===== src/rtl/if_stage_if.sv =====
// Signal bundle between the fetch stage and its neighbours: instruction memory,
// hazard unit, ID (jumps) and EX (branches). The fetch stage uses the slave side.
interface if_stage_if;
    logic [31:0] instr_in;
    logic        stall;
    logic        branch_taken;
    logic [31:0] branch_target;
    logic        jump;
    logic [25:0] jump_index;
    logic [31:0] fetch_pc;
    logic [31:0] instr_id;
    logic [31:0] pc4_id;
    logic        valid_id;

    modport master (
        output instr_in, stall, branch_taken, branch_target, jump, jump_index,
        input  fetch_pc, instr_id, pc4_id, valid_id
    );

    modport slave (
        input  instr_in, stall, branch_taken, branch_target, jump, jump_index,
        output fetch_pc, instr_id, pc4_id, valid_id
    );
endinterface


===== src/rtl/if_stage.sv =====
// MIPS32 instruction-fetch stage: drives the synchronous instruction memory
// address, tracks the PC of the word it returns, and owns the IF/ID register.
module if_stage #(
    parameter logic [31:0] RESET_PC = 32'h0000_0000,
    parameter logic [31:0] NOP_WORD = 32'h0000_0000
) (
    input  logic           clk,
    input  logic           reset,
    if_stage_if.slave      io_fetch
);

    logic [31:0] r_pc;
    logic [31:0] r_if_pc;
    logic        r_if_valid;
    logic [31:0] r_instr_id;
    logic [31:0] r_pc4_id;
    logic        r_valid_id;

    logic [31:0] w_fetch_pc;
    logic [31:0] w_jump_target;
    logic [31:0] w_branch_target;
    logic        w_squash;

    assign w_jump_target   = {r_pc4_id[31:28], io_fetch.jump_index, 2'b00};
    assign w_branch_target = io_fetch.branch_target & 32'hFFFF_FFFC;

    // A stall re-fetches the word already in flight so instr_in stays stable.
    always_comb begin
        w_fetch_pc = r_pc;
        if (reset) begin
            w_fetch_pc = RESET_PC;
        end else if (io_fetch.branch_taken) begin
            w_fetch_pc = w_branch_target;
        end else if (io_fetch.stall) begin
            w_fetch_pc = r_if_pc;
        end else if (io_fetch.jump) begin
            w_fetch_pc = w_jump_target;
        end
    end

    // A stall holds ID, so a jump waiting in ID is only acted on once it drops.
    assign w_squash = io_fetch.branch_taken || (!io_fetch.stall && io_fetch.jump);

    always_ff @(posedge clk) begin
        if (reset) begin
            r_pc       <= RESET_PC;
            r_if_pc    <= RESET_PC;
            r_if_valid <= 1'b0;
        end else begin
            r_pc       <= w_fetch_pc + 32'd4;
            r_if_pc    <= w_fetch_pc;
            r_if_valid <= 1'b1;
        end
    end

    always_ff @(posedge clk) begin
        if (reset) begin
            r_instr_id <= NOP_WORD;
            r_pc4_id   <= 32'd0;
            r_valid_id <= 1'b0;
        end else if (w_squash) begin
            r_instr_id <= NOP_WORD;
            r_pc4_id   <= 32'd0;
            r_valid_id <= 1'b0;
        end else if (!io_fetch.stall) begin
            r_instr_id <= r_if_valid ? io_fetch.instr_in : NOP_WORD;
            r_pc4_id   <= r_if_pc + 32'd4;
            r_valid_id <= r_if_valid;
        end
    end

    assign io_fetch.fetch_pc = w_fetch_pc;
    assign io_fetch.instr_id = r_instr_id;
    assign io_fetch.pc4_id   = r_pc4_id;
    assign io_fetch.valid_id = r_valid_id;

endmodule


===== src/flat_wrapper.sv =====
// flat-port wrapper written by rule: the top's interface ports become plain ports
module if_stage_flat 
#(
    parameter logic [31:0] RESET_PC = 32'h0000_0000,
    parameter logic [31:0] NOP_WORD = 32'h0000_0000
)
  (clk, reset, io_fetch_instr_in, io_fetch_stall, io_fetch_branch_taken, io_fetch_branch_target, io_fetch_jump, io_fetch_jump_index, io_fetch_fetch_pc, io_fetch_instr_id, io_fetch_pc4_id, io_fetch_valid_id);
  if_stage_if io_fetch_i ();
  input  logic clk;
  input  logic reset;
  input wire logic [$bits(io_fetch_i.instr_in)-1:0] io_fetch_instr_in;
  input wire logic [$bits(io_fetch_i.stall)-1:0] io_fetch_stall;
  input wire logic [$bits(io_fetch_i.branch_taken)-1:0] io_fetch_branch_taken;
  input wire logic [$bits(io_fetch_i.branch_target)-1:0] io_fetch_branch_target;
  input wire logic [$bits(io_fetch_i.jump)-1:0] io_fetch_jump;
  input wire logic [$bits(io_fetch_i.jump_index)-1:0] io_fetch_jump_index;
  output wire logic [$bits(io_fetch_i.fetch_pc)-1:0] io_fetch_fetch_pc;
  output wire logic [$bits(io_fetch_i.instr_id)-1:0] io_fetch_instr_id;
  output wire logic [$bits(io_fetch_i.pc4_id)-1:0] io_fetch_pc4_id;
  output wire logic [$bits(io_fetch_i.valid_id)-1:0] io_fetch_valid_id;
  assign io_fetch_i.instr_in = io_fetch_instr_in;
  assign io_fetch_i.stall = io_fetch_stall;
  assign io_fetch_i.branch_taken = io_fetch_branch_taken;
  assign io_fetch_i.branch_target = io_fetch_branch_target;
  assign io_fetch_i.jump = io_fetch_jump;
  assign io_fetch_i.jump_index = io_fetch_jump_index;
  assign io_fetch_fetch_pc = io_fetch_i.fetch_pc;
  assign io_fetch_instr_id = io_fetch_i.instr_id;
  assign io_fetch_pc4_id = io_fetch_i.pc4_id;
  assign io_fetch_valid_id = io_fetch_i.valid_id;
  if_stage #(.RESET_PC(RESET_PC), .NOP_WORD(NOP_WORD)) u_core (.clk(clk), .reset(reset), .io_fetch(io_fetch_i));
endmodule

===== config.mk =====
export PLATFORM = sky130hd
export DESIGN_NAME = if_stage_flat
export DESIGN_NICKNAME = d
export VERILOG_FILES = /design/src/rtl/if_stage_if.sv /design/src/rtl/if_stage.sv /design/src/flat_wrapper.sv
export SDC_FILE = /design/constraint.sdc
export NUM_CORES = 1
export LEC_CHECK = 0
export BUFFER_PORTS_ARGS = -buffer_cell sky130_fd_sc_hd__buf_2
export CAP_MARGIN = 20
export CORE_MARGIN = 1
export CORE_UTILIZATION = 45
export DETAILED_ROUTE_END_ITERATION = 8
export PLACE_DENSITY = 0.7
export SETUP_SLACK_MARGIN = 0.4
export SLEW_MARGIN = 20
export SYNTH_ARGS = -nofsm -noshare
export SYNTH_HDL_FRONTEND = slang
export SYNTH_SLANG_ARGS = --single-unit
export TNS_END_PERCENT = 20

===== constraint.sdc =====
create_clock -name clk -period 4.8 [get_ports clk]
set_input_delay 0.72 -clock clk [delete_from_list [all_inputs] [get_ports clk]]
set_output_delay 0.72 -clock clk [all_outputs]
set_load 0.01 [all_outputs]

# Word level (Yosys, flattened, before mapping)
# Cells that the tools add are included.
[totals] ff_bits=130 inputBits=95 output_inout_bits=97 word_cells=18
[op_classes] add_sub_neg=2 muxes=6 reduce_logical=4
[op_table] cell="32-bit 2-to-1 mux" n=5
[op_table] cell="32-bit by 3-bit adder with 32-bit output (second input constant)" n=2
[op_table] cell="2-bit OR reduction" n=1
[op_table] cell="1-bit logical AND" n=1
[op_table] cell="1-bit logical NOT" n=1
[op_table] cell="1-bit logical OR" n=1
[op_table] cell="1-bit 2-to-1 mux" n=1

# Logic depth before layout (Yosys ltp)
# Gate-level depths: netlist (run 1).
[depth] ltp_word=5 depth_mapped=13 depth_no_buf=9

# Least setup slack after synthesis (run 1)
# Ideal clock, no wire load.
[synth_timing] path_kind="input to register" startpoint="input port io_fetch_jump" endpoint="register u_core.r_pc[26]" setup_time_ns=0.129 arrival_ns=3.237 required_ns=4.671 setup_slack_ns=1.434 stages=12 path_buffers=4 cell_sequence="buf_6 -> buf_12 -> buf_12 -> buf_12 -> mux2i_1 -> a222oi_1 -> and2_2 -> ha_1 -> o2111ai_1 -> nor4_4 -> nand4_1 -> xnor2_1"
[synth_between] elab_chain_len=5
[synth_lines] item="start, declared" line="flat_wrapper.sv:15" rtl="input wire logic [$bits(io_fetch_i.jump)-1:0] io_fetch_jump;"
[synth_lines] item="32-bit 2-to-1 mux" line="if_stage.sv:36" rtl="end else if (io_fetch.jump) begin"
[synth_lines] item="32-bit 2-to-1 mux" line="if_stage.sv:34" rtl="end else if (io_fetch.stall) begin"
[synth_lines] item="32-bit 2-to-1 mux" line="if_stage.sv:32" rtl="end else if (io_fetch.branch_taken) begin"
[synth_lines] item="32-bit 2-to-1 mux" line="if_stage.sv:30" rtl="if (reset) begin"
[synth_lines] item="via io_fetch_fetch_pc[2]" line="flat_wrapper.sv:17" rtl="output wire logic [$bits(io_fetch_i.fetch_pc)-1:0] io_fetch_fetch_pc;"
[synth_lines] item="32-bit by 3-bit adder with 32-bit output" line="if_stage.sv:50" rtl="r_pc <= w_fetch_pc + 32'd4;"
[synth_lines] item="end signal, assigned" line="if_stage.sv:50"
[synth_lines] item="end, declared" line="if_stage.sv:12" rtl="logic [31:0] r_pc;"
# The timed path passes the listed nets, and every way through them passes these cells.
# A chain may end at the register's enable or synchronous reset.

# Worst setup path after layout (run 1)
[layout_timing] startpoint="input port io_fetch_jump" endpoint="register u_core.r_pc[20]"
[layout_between] elab_chain_len=5
[layout_lines] item="32-bit 2-to-1 mux" line="if_stage.sv:36"
[layout_lines] item="32-bit 2-to-1 mux" line="if_stage.sv:34"
[layout_lines] item="32-bit 2-to-1 mux" line="if_stage.sv:32"
[layout_lines] item="32-bit 2-to-1 mux" line="if_stage.sv:30"
[layout_lines] item="32-bit by 3-bit adder with 32-bit output" line="if_stage.sv:50"
# Every way passes these cells.

==> results of run 1 <==
-- final cells by class --
type                    instances  share of cell area
multi-input cells             515               0.434
diodes                          1            0.000318
clock buffers                  17              0.0541
well taps                     176              0.0280
flip-flops and latches        128               0.326
inverters                      13             0.00620
clock inverters                15              0.0207
repair buffers                200               0.131
-- final timing paths --
kind,start,end,slack (ns),cells after the start
hold reg to reg,u_core.io_fetch.pc4_id[17],u_core.io_fetch.pc4_id[17],0.46,2
setup / recovery,io_fetch_jump,u_core.r_pc[20],1.32,9
hold / removal,u_core.io_fetch.pc4_id[17],u_core.io_fetch.pc4_id[17],0.46,2
setup reg to reg,u_core.r_if_pc[7],u_core.r_pc[31],2.02,6
-- metrics by stage --
stage	hold WS, ns	utilization	cell area, sq um	total power, W	setup WS [ns]
final	0.460	0.585	7870	0.00276	1.32
after global placement	0.447	0.541	7270	0.00151	0.988
after CTS	0.458	0.584	7860	0.00278	1.34
after global routing	0.474	0.585	7870	0.00287	1.06
after floorplan	0.466	-	6300	0.00139	1.43
after detailed placement	0.451	0.541	7270	0.00151	0.920
-- flip-flops by register name, summed over array words and instances, names as in the netlist --
name / count
u_core.io_fetch.instr_id: 32
u_core.io_fetch.pc4_id: 32
u_core.io_fetch.valid_id: 1
u_core.r_if_pc: 32
u_core.r_if_valid: 1
u_core.r_pc: 30
-- placed cells by master, fill, tap and decap left out, types with 14 or more instances in the layout --
cell type,count
a221o_1,16
o21ai_0,21
a22oi_1,33
mux2_2,14
dfxtp_1,128
a21oi_1,44
nand4_1,15
mux2i_1,29
xor2_1,15
nor2_1,88
xnor2_1,38
buf_2,188
nand2_1,60
clkbuf_16,17
nand3_1,23
-- tightest hold or removal path, stage by stage, from the launching register on --
cell	delay, ns
dfxtp_1	0.31
nand2_1	0.06
a21oi_1	0.05
-- layer usage --
layer  track usage  part of all wire  up-vias  routed length (um)
met5             0                 0        -                   0
met2         0.389              0.46      219                8170
met4        0.0903             0.019        0                 333
met1         0.327              0.45     2735                7960
met3        0.0604             0.070       29                1240
li1              -                 -     2872                   -
-- kinds of logic after synthesis --
family	synth area share
and+or+nand+nor	0.222
buffers and inverters	0.0521
xor gates and xnor gates	0.0737
muxes	0.0711
AOI/OAI and AO/OA	0.170
adders and majority gates	0.00397
DFF	0.407
-- report_power, final --
| group | switching, W | internal, W | total (W) |
|---|---|---|---|
| sequential | 0.0000414 | 0.00111 | 0.00115 |
| combinational | 0.000193 | 0.000147 | 0.000340 |
| clock | 0.000506 | 0.000767 | 0.00127 |
| total | 0.000740 | 0.00202 | 0.00276 |
==> metrics.txt, run 1 <==
# TYPE chip_impl_metric gauge
chip_impl_metric{name="start_util",unit=""} 0.468
chip_impl_metric{name="rows",unit=""} 42
chip_impl_metric{name="min_period_over_period",unit=""} 0.725
chip_impl_metric{name="cts.htree.levels",unit=""} 4
chip_impl_metric{name="synth_top_area_share",unit=""} 0.407
chip_impl_info{name="critical_path_class",value="in -> reg"} 1
chip_impl_metric{name="finish.cell_count_without_fillers",unit=""} 1065
chip_impl_metric{name="p_leak",unit="nW"} 3.43
chip_impl_metric{name="ctsHoldBuffers",unit=""} 0
chip_impl_metric{name="path_clk_slew",unit="ns"} 0.06
chip_impl_metric{name="max-slew-margin-rel",unit=""} 0.362
chip_impl_metric{name="post_route_cells_drive_above_1_share",unit=""} 0.296
chip_impl_metric{name="place_hpwl",unit="mm"} 12.6
chip_impl_metric{name="max_slew.worst_pin.slew",unit="ns"} 0.957
chip_impl_info{name="worst_setup_path_end_kind",value="flop"} 1
chip_impl_metric{name="die_width",unit="um"} 120
chip_impl_metric{name="totalNegativeSetupSlack",unit="ns"} 0
chip_impl_metric{name="timing.max_cap.violations",unit=""} 0
chip_impl_metric{name="grt_pass1_wl",unit="mm"} 27.6
chip_impl_metric{name="multiInputGateArea",unit="sq mm"} 0.00341
chip_impl_metric{name="number_of_antenna_violations_at_the_first_check_in_global_routing",unit=""} 1
chip_impl_info{name="synthTopCellsByCount",value="dfxtp_1, nor2_1, nand2_1"} 1
chip_impl_metric{name="ioPinCount",unit=""} 192
chip_impl_info{name="crit_path_top_delay_cell",value="buf_2"} 1
chip_impl_metric{name="numPlacedInstances",unit=""} 1032
chip_impl_metric{name="post_cts_resized",unit=""} 0
chip_impl_metric{name="vias_per_cell",unit=""} 5.50
chip_impl_metric{name="vdd_drop_max",unit="mV"} 0.257
chip_impl_info{name="clock-root-buffer",value="clkbuf_16"} 1
chip_impl_metric{name="fin_skew",unit="ns"} 0.00798
chip_impl_metric{name="seq_area",unit="sq mm"} 0.00256
chip_impl_info{name="crit_path_start_kind",value="input port"} 1
chip_impl_metric{name="num_vias",unit=""} 5855
chip_impl_metric{name="detail_route.wirelength",unit="mm"} 17.7
chip_impl_metric{name="final_period_minus_worst_setup_slack",unit="ns"} 3.48
chip_impl_metric{name="grtUsageTotal",unit=""} 0.247
chip_impl_metric{name="post_synthesis_cell_count",unit=""} 707
chip_impl_metric{name="die_area",unit="sq mm"} 0.0145
chip_impl_metric{name="crit_required",unit="ns"} 5.11
chip_impl_metric{name="cp_data_arrival_time",unit="ns"} 3.79
chip_impl_metric{name="detail_routed_net_length_per_standard_cell",unit="um"} 16.6
chip_impl_metric{name="power_density",unit="mW/mm^2"} 352
chip_impl_metric{name="cts_inserted_buffers",unit=""} 17
chip_impl_metric{name="final-setup-viol-count",unit=""} 0
chip_impl_info{name="path_delay_family",value="simple AND/OR/NAND/NOR gates"} 1
chip_impl_info{name="post-synth-top-count-cell",value="dfxtp_1"} 1
chip_impl_info{name="crit_chain",value="buf_2, mux2i_1, a222oi_1, and2_2, ha_1, o2111ai_1, nor4_4, nand4_1, xnor2_1"} 1
chip_impl_info{name="post_synth_main_area_contributors",value="dfxtp_1, xnor2_1, nor2_1"} 1
chip_impl_metric{name="gr-total-overflow",unit=""} 0
chip_impl_metric{name="route.detailed.drc",unit=""} 0
chip_impl_metric{name="ctsLongestPathBuffers",unit=""} 2
chip_impl_metric{name="synth-seq-cells",unit=""} 128
chip_impl_metric{name="clock-sinks",unit=""} 128
chip_impl_info{name="cts_tree",value="yes"} 1
chip_impl_metric{name="maxClockFrequency",unit="GHz"} 0.287
chip_impl_metric{name="grt_pass1_vias",unit=""} 5384
chip_impl_metric{name="yosysSeqAreaShare",unit=""} 0.407
chip_impl_metric{name="synth_edf_count",unit=""} 0
chip_impl_metric{name="post-cts-setup-buffers",unit=""} 0
chip_impl_info{name="timing.hold.worst.class",value="reg -> reg"} 1
chip_impl_metric{name="grt_start_max_net_pins",unit=""} 53
chip_impl_metric{name="yosysWarnings",unit=""} 0
chip_impl_metric{name="post_synth.cell_area_avg",unit="sq um"} 8.91
chip_impl_metric{name="worst-path-max-fanout",unit=""} 36
chip_impl_info{name="synthDominantAreaCellType",value="dfxtp_1"} 1
chip_impl_metric{name="netlist_area",unit="sq mm"} 0.00630
chip_impl_metric{name="nNetsFinal",unit=""} 972
chip_impl_metric{name="clkLatencyLatePin",unit="ns"} 0.42
chip_impl_info{name="primary_flip_flop_cell_chosen_by_synthesis_mapping",value="dfxtp_1"} 1
chip_impl_metric{name="port_buffers",unit=""} 189
chip_impl_metric{name="yosysUniqueCellTypes",unit=""} 62
chip_impl_metric{name="cp.buffers_inverters",unit=""} 1
chip_impl_info{name="rsz_0062_raised_after_global_routing",value="false"} 1
chip_impl_metric{name="crit_path_max_incr_delay",unit="ns"} 0.72
chip_impl_metric{name="synth_nets",unit=""} 804
chip_impl_metric{name="gp_routability_congestion",unit=""} 0.889
chip_impl_metric{name="finalHoldViolCount",unit=""} 0
chip_impl_metric{name="floorplan.core_area",unit="sq mm"} 0.0135
chip_impl_metric{name="first_pass_iters",unit=""} 5
chip_impl_metric{name="final_antenna_net_count",unit=""} 0
chip_impl_metric{name="nFillCells",unit=""} 1268
chip_impl_metric{name="timing.final.max_slew_violations",unit=""} 0
chip_impl_info{name="status",value="completed"} 1
chip_impl_metric{name="drt-initial-drc-count",unit=""} 455
chip_impl_metric{name="async_flop_share",unit=""} 0
chip_impl_metric{name="syn_to_final_growth",unit="%"} 24.9
chip_impl_metric{name="height_of_the_chip",unit="um"} 120
No activity file was read; power rests on OpenSTA's default activity.
==> run 2: changes to the inputs <==
Clock period 4.8 ns to 3.6 ns, I/O delays scaled along.
==> metrics.txt, run 2 (synthesized netlist as in run 1, its figures left out) <==
# TYPE chip_impl_metric gauge
chip_impl_metric{name="height_of_the_chip",unit="um"} 120
chip_impl_metric{name="ctsHoldBuffers",unit=""} 0
chip_impl_metric{name="power_density",unit="mW/mm^2"} 463
chip_impl_metric{name="antenna-diode-count",unit=""} 0
chip_impl_metric{name="final-setup-viol-count",unit=""} 0
chip_impl_info{name="crit_path_start_kind",value="input port"} 1
chip_impl_metric{name="cts_inserted_buffers",unit=""} 17
chip_impl_metric{name="vdd_drop_max",unit="mV"} 0.410
chip_impl_metric{name="grt_pass1_vias",unit=""} 5401
chip_impl_metric{name="maxClockFrequency",unit="GHz"} 0.349
chip_impl_metric{name="post_cts_resized",unit=""} 0
chip_impl_metric{name="detail_route.wirelength",unit="mm"} 17.7
chip_impl_metric{name="nFillCells",unit=""} 1256
chip_impl_info{name="most_frequent_standard_cell_in_the_layout_excluding_fill_and_tap_cells",value="buf_2"} 1
chip_impl_metric{name="path_clk_slew",unit="ns"} 0.06
chip_impl_metric{name="p_leak",unit="nW"} 3.50
chip_impl_metric{name="grt_start_max_net_pins",unit=""} 57
chip_impl_info{name="worst_setup_path_end_kind",value="output pin"} 1
chip_impl_info{name="status",value="completed"} 1
chip_impl_metric{name="layout.cell_area.non_filler",unit="sq mm"} 0.00795
chip_impl_metric{name="clkLatencyLatePin",unit="ns"} 0.42
chip_impl_metric{name="die_width",unit="um"} 120
chip_impl_info{name="commonest_non_fill_non_tap_cells_in_the_layout",value="buf_2, dfxtp_1, nor2_1, nand2_1, a21oi_1"} 1
chip_impl_metric{name="gr-total-overflow",unit=""} 0
chip_impl_info{name="crit_path_top_delay_cell",value="buf_4"} 1
chip_impl_metric{name="gp_routability_congestion",unit=""} 0.884
chip_impl_metric{name="port_buffers",unit=""} 189
chip_impl_info{name="clock-root-buffer",value="clkbuf_16"} 1
chip_impl_metric{name="route.detailed.drc",unit=""} 0
chip_impl_metric{name="number_of_antenna_violations_at_the_first_check_in_global_routing",unit=""} 0
chip_impl_metric{name="detail_routed_net_length_per_standard_cell",unit="um"} 16.4
chip_impl_metric{name="floorplan.core_area",unit="sq mm"} 0.0135
chip_impl_metric{name="clock-sinks",unit=""} 128
chip_impl_metric{name="rows",unit=""} 42
chip_impl_metric{name="ioPinCount",unit=""} 192
chip_impl_metric{name="max_slew.worst_pin.slew",unit="ns"} 0.651
chip_impl_metric{name="num_vias",unit=""} 5860
chip_impl_metric{name="grt_pass1_wl",unit="mm"} 27.7
chip_impl_metric{name="placed_cell_area",unit="sq mm"} 0.00736
chip_impl_metric{name="ctsLongestPathBuffers",unit=""} 2
chip_impl_metric{name="first_pass_iters",unit=""} 6
chip_impl_metric{name="vias_per_cell",unit=""} 5.45
chip_impl_metric{name="max-slew-margin-rel",unit=""} 0.565
chip_impl_metric{name="post-cts-setup-buffers",unit=""} 0
chip_impl_metric{name="place_hpwl",unit="mm"} 12.9
chip_impl_metric{name="start_util",unit=""} 0.468
chip_impl_metric{name="worst-r2r-setup-slack",unit="ns"} 1.09
chip_impl_metric{name="post_route_cells_drive_above_1_share",unit=""} 0.304
chip_impl_metric{name="final_antenna_net_count",unit=""} 0
chip_impl_metric{name="cp.buffers_inverters",unit=""} 4
chip_impl_metric{name="die_area",unit="sq mm"} 0.0145
chip_impl_metric{name="nNetsFinal",unit=""} 984
chip_impl_metric{name="min_period_over_period",unit=""} 0.795
chip_impl_info{name="critical_path_class",value="in -> out"} 1
chip_impl_metric{name="worst-path-max-fanout",unit=""} 23
chip_impl_metric{name="syn_to_final_growth",unit="%"} 26.2
chip_impl_metric{name="drt-initial-drc-count",unit=""} 379
chip_impl_metric{name="cp_data_arrival_time",unit="ns"} 2.32
chip_impl_metric{name="totalNegativeSetupSlack",unit="ns"} 0
chip_impl_metric{name="fin_skew",unit="ns"} 0.00457
chip_impl_metric{name="timing.final.max_slew_violations",unit=""} 0
chip_impl_info{name="path_delay_family",value="buffers and inverters"} 1
chip_impl_metric{name="timing.max_cap.violations",unit=""} 0
chip_impl_metric{name="crit_path_max_incr_delay",unit="ns"} 0.37
chip_impl_metric{name="final_period_minus_worst_setup_slack",unit="ns"} 2.86
chip_impl_info{name="cts_tree",value="yes"} 1
chip_impl_metric{name="crit_required",unit="ns"} 3.06
chip_impl_info{name="rsz_0062_raised_after_global_routing",value="false"} 1
chip_impl_info{name="timing.hold.worst.class",value="in -> reg"} 1
chip_impl_metric{name="cts.htree.levels",unit=""} 4
chip_impl_metric{name="grtUsageTotal",unit=""} 0.246
chip_impl_metric{name="multiInputGateArea",unit="sq mm"} 0.00341
chip_impl_metric{name="finalHoldViolCount",unit=""} 0
chip_impl_metric{name="seq_area",unit="sq mm"} 0.00256
chip_impl_info{name="crit_chain",value="buf_2, buf_4, buf_4, mux2_2, o211ai_1, a21oi_1, buf_2"} 1
[run 2: cell types whose count changed in the layout (fill, tap and decap cells not counted), sizes merged]
| cell | change |
|---|---|
| buf | +12 |
| clkinvlp | -4 |
| clkinv | +3 |
| clkbuf | +2 |
| diode | -1 |
| inv | -1 |
[run 2: layer usage]
metal  vias up  part of all wire  global-route usage  routed length (um)
li1       2896                 -                   -                   -
met1      2729              0.46               0.334                8150
met2       216              0.46               0.383                8160
met5         -                 0                   0                   0
met3        19             0.061              0.0542                1080
met4         0             0.015              0.0895                 265
[run 2: worst paths after layout]
kind / startpoint / endpoint / cells after the start
worst max-delay path: io_fetch_jump / io_fetch_fetch_pc[30] / 7
worst min-delay path: io_fetch_instr_in[1] / u_core.io_fetch.instr_id[1] / 3
worst max register to register: u_core.r_if_pc[18] / u_core.r_pc[30] / 6
worst min register to register: u_core.io_fetch.pc4_id[17] / u_core.io_fetch.pc4_id[17] / 2
[run 2: area by class of cell]
type	count	area share
clock buffers	19	0.0557
clock inverters	13	0.0175
inverters	13	0.00614
multi-input cells	515	0.429
flip-flops and latches	128	0.322
well taps	176	0.0277
repair buffers	212	0.141
[run 2: per-stage QoR]
stage	hold slack [ns]	total power, W	util	worst slack, ns	std cells
2_1_floorplan	0.466	0.00185	-	0.414	707
4_1_cts	0.342	0.00369	0.591	0.750	1076
3_5_place_dp	0.451	0.00202	0.547	0.452	1044
5_1_grt	0.347	0.00381	0.591	0.652	1076
6_report	0.349	0.00368	0.591	0.738	1076
3_3_place_gp	0.446	0.00202	0.547	0.481	1044
[run 2: worst reg2reg max path: stages (launching register included)]
cell	delay [ns]
dfxtp_1	0.47
or4bb_1	0.53
o221ai_1	0.12
or4b_4	0.56
nor4b_4	0.38
nand4_1	0.16
xnor2_1	0.16
[run 2: where the power goes]
part	switching, W	internal, W	total, W
combinational	0.000258	0.000203	0.000461
sequential	0.0000547	0.00148	0.00154
clock	0.000643	0.00104	0.00168
total	0.000956	0.00272	0.00368
